--- config.mk ---
export PLATFORM = sky130hd
export DESIGN_NAME = rv_fetch_unit
export DESIGN_NICKNAME = d
export VERILOG_FILES = /design/src/rtl/rv_pkg.sv /design/src/rtl/rv_fetch_queue.sv /design/src/rtl/rv_fetch_unit.sv
export SDC_FILE = /design/constraint.sdc
export NUM_CORES = 1
export LEC_CHECK = 0
export CORE_UTILIZATION = 40
export DETAILED_ROUTE_END_ITERATION = 16
export PLACE_DENSITY = 0.62
export SLEW_MARGIN = 20
export SYNTH_ARGS = -nofsm -noshare
export SYNTH_HDL_FRONTEND = slang
export SYNTH_SLANG_ARGS = --single-unit
--- constraint.sdc ---
create_clock -name clk -period 4.35 [get_ports clk]
set_clock_uncertainty 0.2 [all_clocks]
set_input_delay 0.87 -clock clk [delete_from_list [all_inputs] [get_ports clk]]
set_output_delay 0.87 -clock clk [all_outputs]
set_load 0.02 [all_outputs]
--- src/rtl/rv_pkg.sv ---
// Shared constants and helpers for the RV fetch path.
package rv_pkg;

    localparam int XLEN_DEF = 32;
    localparam int INST_BYTES = 4;
    localparam logic [31:0] RESET_PC_DEF = 32'h0000_0000;

    function automatic int clog2(input int n);
        int w;
        w = 0;
        for (int i = 0; i < 31; i++) begin
            if ((1 << i) < n) w = i + 1;
        end
        return w;
    endfunction

endpackage

--- src/rtl/rv_fetch_queue.sv ---
// Prefetch queue: slots allocated at request, filled at response,
// popped in order at the head.
module rv_fetch_queue
    import rv_pkg::*;
#(
    parameter int XLEN = XLEN_DEF,
    parameter int DEPTH = 4,
    localparam int PW = clog2(DEPTH)
) (
    input  logic            clk,
    input  logic            reset,
    input  logic            flush,
    input  logic            alloc,
    input  logic [XLEN-1:0] alloc_pc,
    input  logic            fill,
    input  logic [XLEN-1:0] fill_data,
    input  logic            pop,
    output logic            head_filled,
    output logic [XLEN-1:0] head_pc,
    output logic [XLEN-1:0] head_data,
    output logic            full,
    output logic [PW:0]     outstanding
);

    logic [XLEN-1:0]  pc_q   [DEPTH];
    logic [XLEN-1:0]  data_q [DEPTH];
    logic [DEPTH-1:0] filled_q;
    logic [PW:0]      req_ptr;
    logic [PW:0]      rsp_ptr;
    logic [PW:0]      head_ptr;
    logic [PW:0]      allocated;
    logic             fill_ok;

    // Extra pointer bit distinguishes full from empty.
    assign allocated   = req_ptr - head_ptr;
    assign outstanding = req_ptr - rsp_ptr;
    assign full        = allocated == (PW+1)'(DEPTH);
    assign fill_ok     = fill && (outstanding != '0);

    assign head_filled = filled_q[head_ptr[PW-1:0]];
    assign head_pc     = pc_q[head_ptr[PW-1:0]];
    assign head_data   = data_q[head_ptr[PW-1:0]];

    always_ff @(posedge clk) begin
        if (reset || flush) begin
            req_ptr  <= '0;
            rsp_ptr  <= '0;
            head_ptr <= '0;
            filled_q <= '0;
        end else begin
            if (alloc) begin
                filled_q[req_ptr[PW-1:0]] <= 1'b0;
                req_ptr <= req_ptr + 1'b1;
            end
            if (fill_ok) begin
                filled_q[rsp_ptr[PW-1:0]] <= 1'b1;
                rsp_ptr <= rsp_ptr + 1'b1;
            end
            if (pop) begin
                filled_q[head_ptr[PW-1:0]] <= 1'b0;
                head_ptr <= head_ptr + 1'b1;
            end
        end
    end

    always_ff @(posedge clk) begin
        if (alloc) pc_q[req_ptr[PW-1:0]] <= alloc_pc;
        if (fill_ok) data_q[rsp_ptr[PW-1:0]] <= fill_data;
    end

endmodule

--- src/rtl/rv_fetch_unit.sv ---
// Decoupled instruction fetch: credit-limited requests, in-order
// prefetch queue, redirect flush with wrong-path response dropping.
module rv_fetch_unit
    import rv_pkg::*;
#(
    parameter int XLEN = XLEN_DEF,
    parameter int DEPTH = 4,
    parameter logic [XLEN-1:0] RESET_PC = XLEN'(RESET_PC_DEF)
) (
    input  logic            clk,
    input  logic            reset,
    output logic            imem_req_valid,
    input  logic            imem_req_ready,
    output logic [XLEN-1:0] imem_addr,
    input  logic            imem_rsp_valid,
    input  logic [XLEN-1:0] imem_rsp_data,
    output logic            inst_valid,
    input  logic            inst_ready,
    output logic [XLEN-1:0] inst,
    output logic [XLEN-1:0] inst_pc,
    output logic [XLEN-1:0] inst_pc4,
    input  logic            redirect_valid,
    input  logic [XLEN-1:0] redirect_pc,
    output logic            misalign_err
);

    localparam int PW = clog2(DEPTH);
    localparam int DW = 16;

    logic [XLEN-1:0] fetch_pc;
    logic [DW-1:0]   drop_cnt;
    logic [DW-1:0]   drop_nxt;
    logic [DW-1:0]   drop_sum;
    logic            full;
    logic            head_filled;
    logic [PW:0]     outstanding;
    logic            req_hs;
    logic            keep;
    logic            pop;

    assign imem_req_valid = !reset && !redirect_valid && !full;
    assign imem_addr      = fetch_pc;
    assign req_hs         = imem_req_valid && imem_req_ready;

    // Only new-path responses reach the queue.
    assign keep = imem_rsp_valid && !redirect_valid
                  && (drop_cnt == '0) && (outstanding != '0);

    assign inst_valid = head_filled && !redirect_valid && !reset;
    assign pop        = inst_valid && inst_ready;
    assign inst_pc4   = inst_pc + XLEN'(INST_BYTES);

    always_comb begin
        drop_nxt = drop_cnt;
        drop_sum = drop_cnt + DW'(outstanding);
        if (redirect_valid) begin
            if (imem_rsp_valid && (drop_sum != '0)) begin
                drop_nxt = drop_sum - 1'b1;
            end else begin
                drop_nxt = drop_sum;
            end
        end else if (imem_rsp_valid && (drop_cnt != '0)) begin
            drop_nxt = drop_cnt - 1'b1;
        end
    end

    always_ff @(posedge clk) begin
        if (reset) begin
            fetch_pc     <= RESET_PC;
            drop_cnt     <= '0;
            misalign_err <= 1'b0;
        end else begin
            drop_cnt <= drop_nxt;
            if (redirect_valid) begin
                fetch_pc <= {redirect_pc[XLEN-1:2], 2'b00};
                if (redirect_pc[1:0] != 2'b00) misalign_err <= 1'b1;
            end else if (req_hs) begin
                fetch_pc <= fetch_pc + XLEN'(INST_BYTES);
            end
        end
    end

    rv_fetch_queue #(
        .XLEN  (XLEN),
        .DEPTH (DEPTH)
    ) u_queue (
        .clk         (clk),
        .reset       (reset),
        .flush       (redirect_valid),
        .alloc       (req_hs),
        .alloc_pc    (fetch_pc),
        .fill        (keep),
        .fill_data   (imem_rsp_data),
        .pop         (pop),
        .head_filled (head_filled),
        .head_pc     (inst_pc),
        .head_data   (inst),
        .full        (full),
        .outstanding (outstanding)
    );

endmodule

Yosys cells after proc, flatten, opt, wreduce, memory -nomap -nowiden

Memory sizes are Yosys's and may differ from the RTL's. A register that Yosys moved wholly into a read port is not among the register bits.
Cells that the tools add are included.

Flip-flop bits (word level): 62
Latch bits: 0
Memory bits (writable): 256
ROM bits: 0
Input bits: 70
Output and inout bits: 131
Memories kept: 2

$add $sub $neg: 10
Multipliers: 0
Divide/modulo/power cells: 0
$lt $le $gt $ge: 6
Eq/ne operators: 1
Shifts and indexed selects: 0
Mux-type cells: 26
Bitwise operators: 5
Reduce and logical (&&, ||, !) cells: 28

Memories:

| name           | depth | width | read ports | clocked after memory_dff | wr ports | RTL line             | source |
|---|---|---|---|---|---|---|---|
| u_queue.data_q | 4     | 32    | 1          | 1                        | 1        | rv_fetch_queue.sv:26 | `logic [XLEN-1:0] data_q [DEPTH];` |
| u_queue.pc_q   | 4     | 32    | 1          | 1                        | 1        | rv_fetch_queue.sv:25 | `logic [XLEN-1:0] pc_q [DEPTH];` |

Operators with widths:

| cell                                                                  | count |
|---|---|
| 32-bit by 3-bit adder with 32-bit output, second input constant       | 2 |
| 32-bit two-way mux                                                    | 2 |
| 16-bit two-way mux                                                    | 3 |
| 16-bit nonzero test                                                   | 2 |
| 16-bit by 1-bit subtractor with 16-bit output, second input constant  | 2 |
| 4-bit two-way mux                                                     | 5 |
| 16-bit by 3-bit adder with 16-bit output                              | 1 |
| 16-bit zero test                                                      | 1 |
| 1-bit logical AND                                                     | 15 |
| 3-bit by 1-bit adder with 3-bit output, second input constant         | 3 |
| 2-bit by 3-bit < comparator with 1-bit output, second input constant  | 3 |
| 4-bit AND                                                             | 2 |
| 1-bit two-way mux                                                     | 8 |
| 2-bit two-way mux                                                     | 4 |
| 4-bit NOT                                                             | 2 |
| 1-bit demux with 2-bit select                                         | 3 |
| 2-bit by 1-bit >= comparator with 1-bit output, second input constant | 3 |
| 2-bit nonzero test                                                    | 3 |
| 3-bit subtractor                                                      | 2 |
| 4-bit bitwise OR                                                      | 1 |
| 3-bit == test, second input constant                                  | 1 |
| 1-bit zero test                                                       | 3 |
| 3-bit nonzero test                                                    | 1 |
| 1-bit binary-select mux with 2-bit select                             | 1 |
| other kinds (3)                                                       | 3 |

Longest topological paths before layout

Depth after elaboration: 13
Gate-level depth with buffers: 17

Cells and area by module

Synthesis repeated with hierarchy kept, for this count alone.

Cell total of the unflattened synthesis: 1022
Area total of the unflattened synthesis: 14375.0 um^2

By module, submodules not included:

| module         | instances | cells an instance | area an instance (um^2) |
|---|---|---|---|
| rv_fetch_queue | 1         | 433               | 10148.5 |
| rv_fetch_unit  | 1         | 589               | 4226.6 |

Least setup slack after synthesis

OpenSTA, ideal clock, no wires.

Path type: register to register
Start: register u_queue.req_ptr[0]
End: register drop_cnt[12]
Setup time: 0.123 ns
Data arrival time: 3.688 ns
Setup slack: 0.338 ns
Cell stages (with the launch flop): 17
Path buffers: 1
Cell sequence: dfxtp_1 inv_1 ha_1 inv_1 fa_1 xor2_1 xnor2_1 ha_1 a21oi_4 and2_4 buf_6 a22oi_1 a2111oi_1 o311ai_1 o32ai_1 a31oi_1 mux2_1

Cells in the longest elaborated chain, start to end: 6
Elaborated cells on any way between the ends: 7
Classes of those cells: add/sub: 3; mux: 2; reduce/logical: 2

RTL lines:

| element                                                                               | RTL line             | source |
|---|---|---|
| start, declared                                                                       | rv_fetch_queue.sv:28 | `logic [PW:0] req_ptr;` |
| start signal, assigned                                                                | rv_fetch_queue.sv:53 | `req_ptr <= req_ptr + 1'b1;` |
| 3-bit subtractor (*)                                                                  | rv_fetch_queue.sv:36 | `assign outstanding = req_ptr - rsp_ptr;` |
| 16-bit by 3-bit adder with 16-bit output (*)                                          | rv_fetch_unit.sv:55  | `drop_sum = drop_cnt + DW'(outstanding);` |
| branches (longest 2 deep; another with 16-bit by 1-bit subtractor with 16-bit output) | --                   |  |
| 16-bit two-way mux (*)                                                                | rv_fetch_unit.sv:57  | `if (imem_rsp_valid && (drop_sum != '0)) begin` |
| 16-bit two-way mux (*)                                                                | rv_fetch_unit.sv:56  | `if (redirect_valid) begin` |
| end signal, assigned                                                                  | rv_fetch_unit.sv:73  | `drop_cnt <= drop_nxt;` |
| end, declared                                                                         | rv_fetch_unit.sv:31  | `logic [DW-1:0] drop_cnt;` |

Mark *: on every way between the ends.
A chain may end at the register's enable or synchronous reset.

Worst setup path after layout

Start: register u_queue.req_ptr[0]
End: register drop_cnt[1]

Same word-level chain as after synthesis.

==> out/metrics.csv <==
metric,value,unit
status,"complete, no violations",
relSlewSlack,37.8,%
layout.nets,1318,
yosysMostFrequentCell,edfxtp_1,
netlist_top_cells_area,"edfxtp_1, mux4_2, dfxtp_1, xnor2_1, ha_1",
grt_max_degree,55,
yosysSeqAreaShare,62.2,%
hold_path_end,misalign_err,
num_vias,9166,
min_period_over_period,97.3,%
netlist.area_leader.share,53.3,%
fp.dieArea,0.0357,mm^2
ir_worst_vdd,0.241,mV
drt_iter0_drc,612,
yosys_register_bits,310,
p_leak,5.87,nW
cts_buffer_depth,3,
yosysTopAreaCell,edfxtp_1,
clkTransAtPathRegs,0.06,ns
hold_violations,0,
final-seq-area,0.00869,mm^2
core,0.0345,mm^2
gp_congestion,0.847,
synthFlopType,edfxtp_1,
cap_violations,0,
antenna_cells,0,
clk_latency,0.51,ns
r2r_cells,15,
crit_path_start_kind,flop,
mappedNetlistArea,0.0140,mm^2
cts_buffers,35,
hold_path_depth,2,
drive_above_1_share,16.0,%
syn_area_per_cell,14.0,um^2
cp-end-kind,flop,
r2r_slack,0.12,ns
path_cells,inv_1 > ha_1 > inv_1 > fa_1 > xor2_1 > xnor2_1 > ha_2 > nand3_4 > and2_4 > o31ai_1 > nand4_1 > or3_4 > o21ai_1 > mux2_2 > a211oi_1,
layout_setup_ws,0.116,ns
fill_cells,2915,
firstDrtPassIters,5,
synth_common_cells,"edfxtp_1, nand2_1, nor2_1",
finalCriticalPeriod,4.23,ns
timing.rr.start,u_queue.req_ptr[0],
total_power,6.90,mW
multi_input_area,0.00496,mm^2
io_pins,201,
synth_edf_count,248,
num_rows,68,
grt_usage,18.6,%
portBuffers,194,
vias_per_cell,5.39,
routed_wl,33300,um
hp-start,misalign_err,
post_dp_cell_area,0.0166,mm^2
rsz0062_at_grt,yes,
antenna_left,0,
drc,0,
htreeDepth,2,
min_path_type,flop to flop,
crit_type,flop to flop,
grt_pass1_wl,51400,um
async_reset_ff_share,0,%
worst_r2r_endpoint,drop_cnt[1],
worst_pin_slew,0.925,ns
cts-root-buf,clkbuf_16,
grt_pass1_vias,9098,
setup_tns,0,ns
clock_sinks,310,
final_cells,1702,
start_util,40.5,%
max_freq,236,MHz
max_stage_delay,0.45,ns
setup_viol,0,
cts_tree,done,
area_delta_synth_final,27.1,%
synthDistinctLibCells,73,
dp_hpwl,22100,um
cp_slowest_cell,or3_4,
drv_slew,0,
required,4.58,ns
antenna_found_initial,0,
yosysWarnings,0,
cp.arrival,4.46,ns
cp_common_cell,inv_1,
wl_per_cell,19.6,um
design_area,0.0178,mm^2
critPathMaxFanout,12,
fp.dieW,189,um
dieHeight,189,um
power_per_cell_area,389,mW/mm^2
dp_cells,1640,
syn_inst,997,
post-place-ws,0.0578,ns
gr-total-overflow,0,
[metal layers]
layer	up-vias	global-route usage [%]	part of all wire (%)
li1	4304	-	-
met1	4548	25.1	44
met2	259	30.8	49
met3	55	3.26	4.9
met4	0	5.83	2.5
met5	-	0	0
[through the flow]
step	util, %	hold WS, ns
finish	51.5	0.251
global route	51.5	0.281
CTS	51.4	0.256
detailed placement	48.1	0.240
global placement	48.1	0.238
floorplan	-	0.246
[power by group]
group | internal, mW | switching [mW] | leakage [nW]
logic | 0.336 | 0.395 | 2.60
clock network | 1.67 | 1.16 | 0.537
registers | 3.25 | 0.0893 | 2.73
total | 5.26 | 1.64 | 5.87
[logic make-up (layout without fill, tap and decap cells)]
| family | after synthesis | after routing | synth area share (%) |
|---|---|---|---|
| AOI/OAI and AO/OA | 159 | 159 | 7.86 |
| xor gates and xnor gates | 65 | 65 | 4.08 |
| adders and majority gates | 25 | 25 | 2.35 |
| buffers and inverters | 87 | 332 | 2.80 |
| DFF | 310 | 310 | 62.2 |
| muxes | 68 | 68 | 10.5 |
| other | 1 | 6 | 0.0268 |
| and+or+nand+nor | 282 | 282 | 10.1 |
[layout by cell type (no fill, tap or decap), drive strengths merged, types with 40 or more instances in the layout]
master,n
nand2,71
clkdlybuf4s50,178
buf,50
clkbuf,47
mux4,63
a21oi,40
edfxtp,248
xnor2,51
dfxtp,62
nor2,64
[registers in the layout, summed over array words and instances (netlist names), named ones only]
signal / cells
u_queue.data_q: 128
u_queue.pc_q: 120
imem_addr: 30
drop_cnt: 16
u_queue.filled_q: 4
u_queue.head_ptr: 3
u_queue.req_ptr: 3
u_queue.rsp_ptr: 3
misalign_err: 1
[final cells by class]
| type | instances | area share [%] |
|---|---|---|
| tap | 455 | 3.21 |
| clock buffer | 45 | 5.32 |
| clock inverter | 16 | 0.916 |
| timing repair buffer | 242 | 13.0 |
| multi-input combinational | 605 | 27.9 |
| inverter | 29 | 0.613 |
| sequential | 310 | 49.0 |
[what timing repair did]
action	in CTS	in global routing
setup buffers	1	0
gates resized for setup	23	16
setup endpoints to repair	13	24
hold buffers	0	0
[worst max-delay path by stage]
stage | from | end | cells past startpoint
after floorplan | u_queue.req_ptr[0] | drop_cnt[12] | 16
after global placement | u_queue.req_ptr[0] | drop_cnt[13] | 15
after detailed placement | u_queue.req_ptr[0] | drop_cnt[1] | 15
after CTS | flop | inst_pc4[19] | 9
after global routing | u_queue.req_ptr[0] | drop_cnt[1] | 15
final | u_queue.req_ptr[0] | drop_cnt[1] | 15
[critical path, delay by kind of cell, from the launching register on]
| kind | cells | cell delay (ns) |
|---|---|---|
| multiplexers | 1 | 0.36 |
| AND/OR/NAND/NOR | 4 | 1.07 |
| XOR/XNOR | 2 | 0.31 |
| flip-flops | 1 | 0.31 |
| buffers and inverters | 2 | 0.12 |
| AO/OA/AOI/OAI | 3 | 0.81 |
| adder cells (fa/ha/maj) | 3 | 0.95 |
Power figures use the tool's default switching activity.
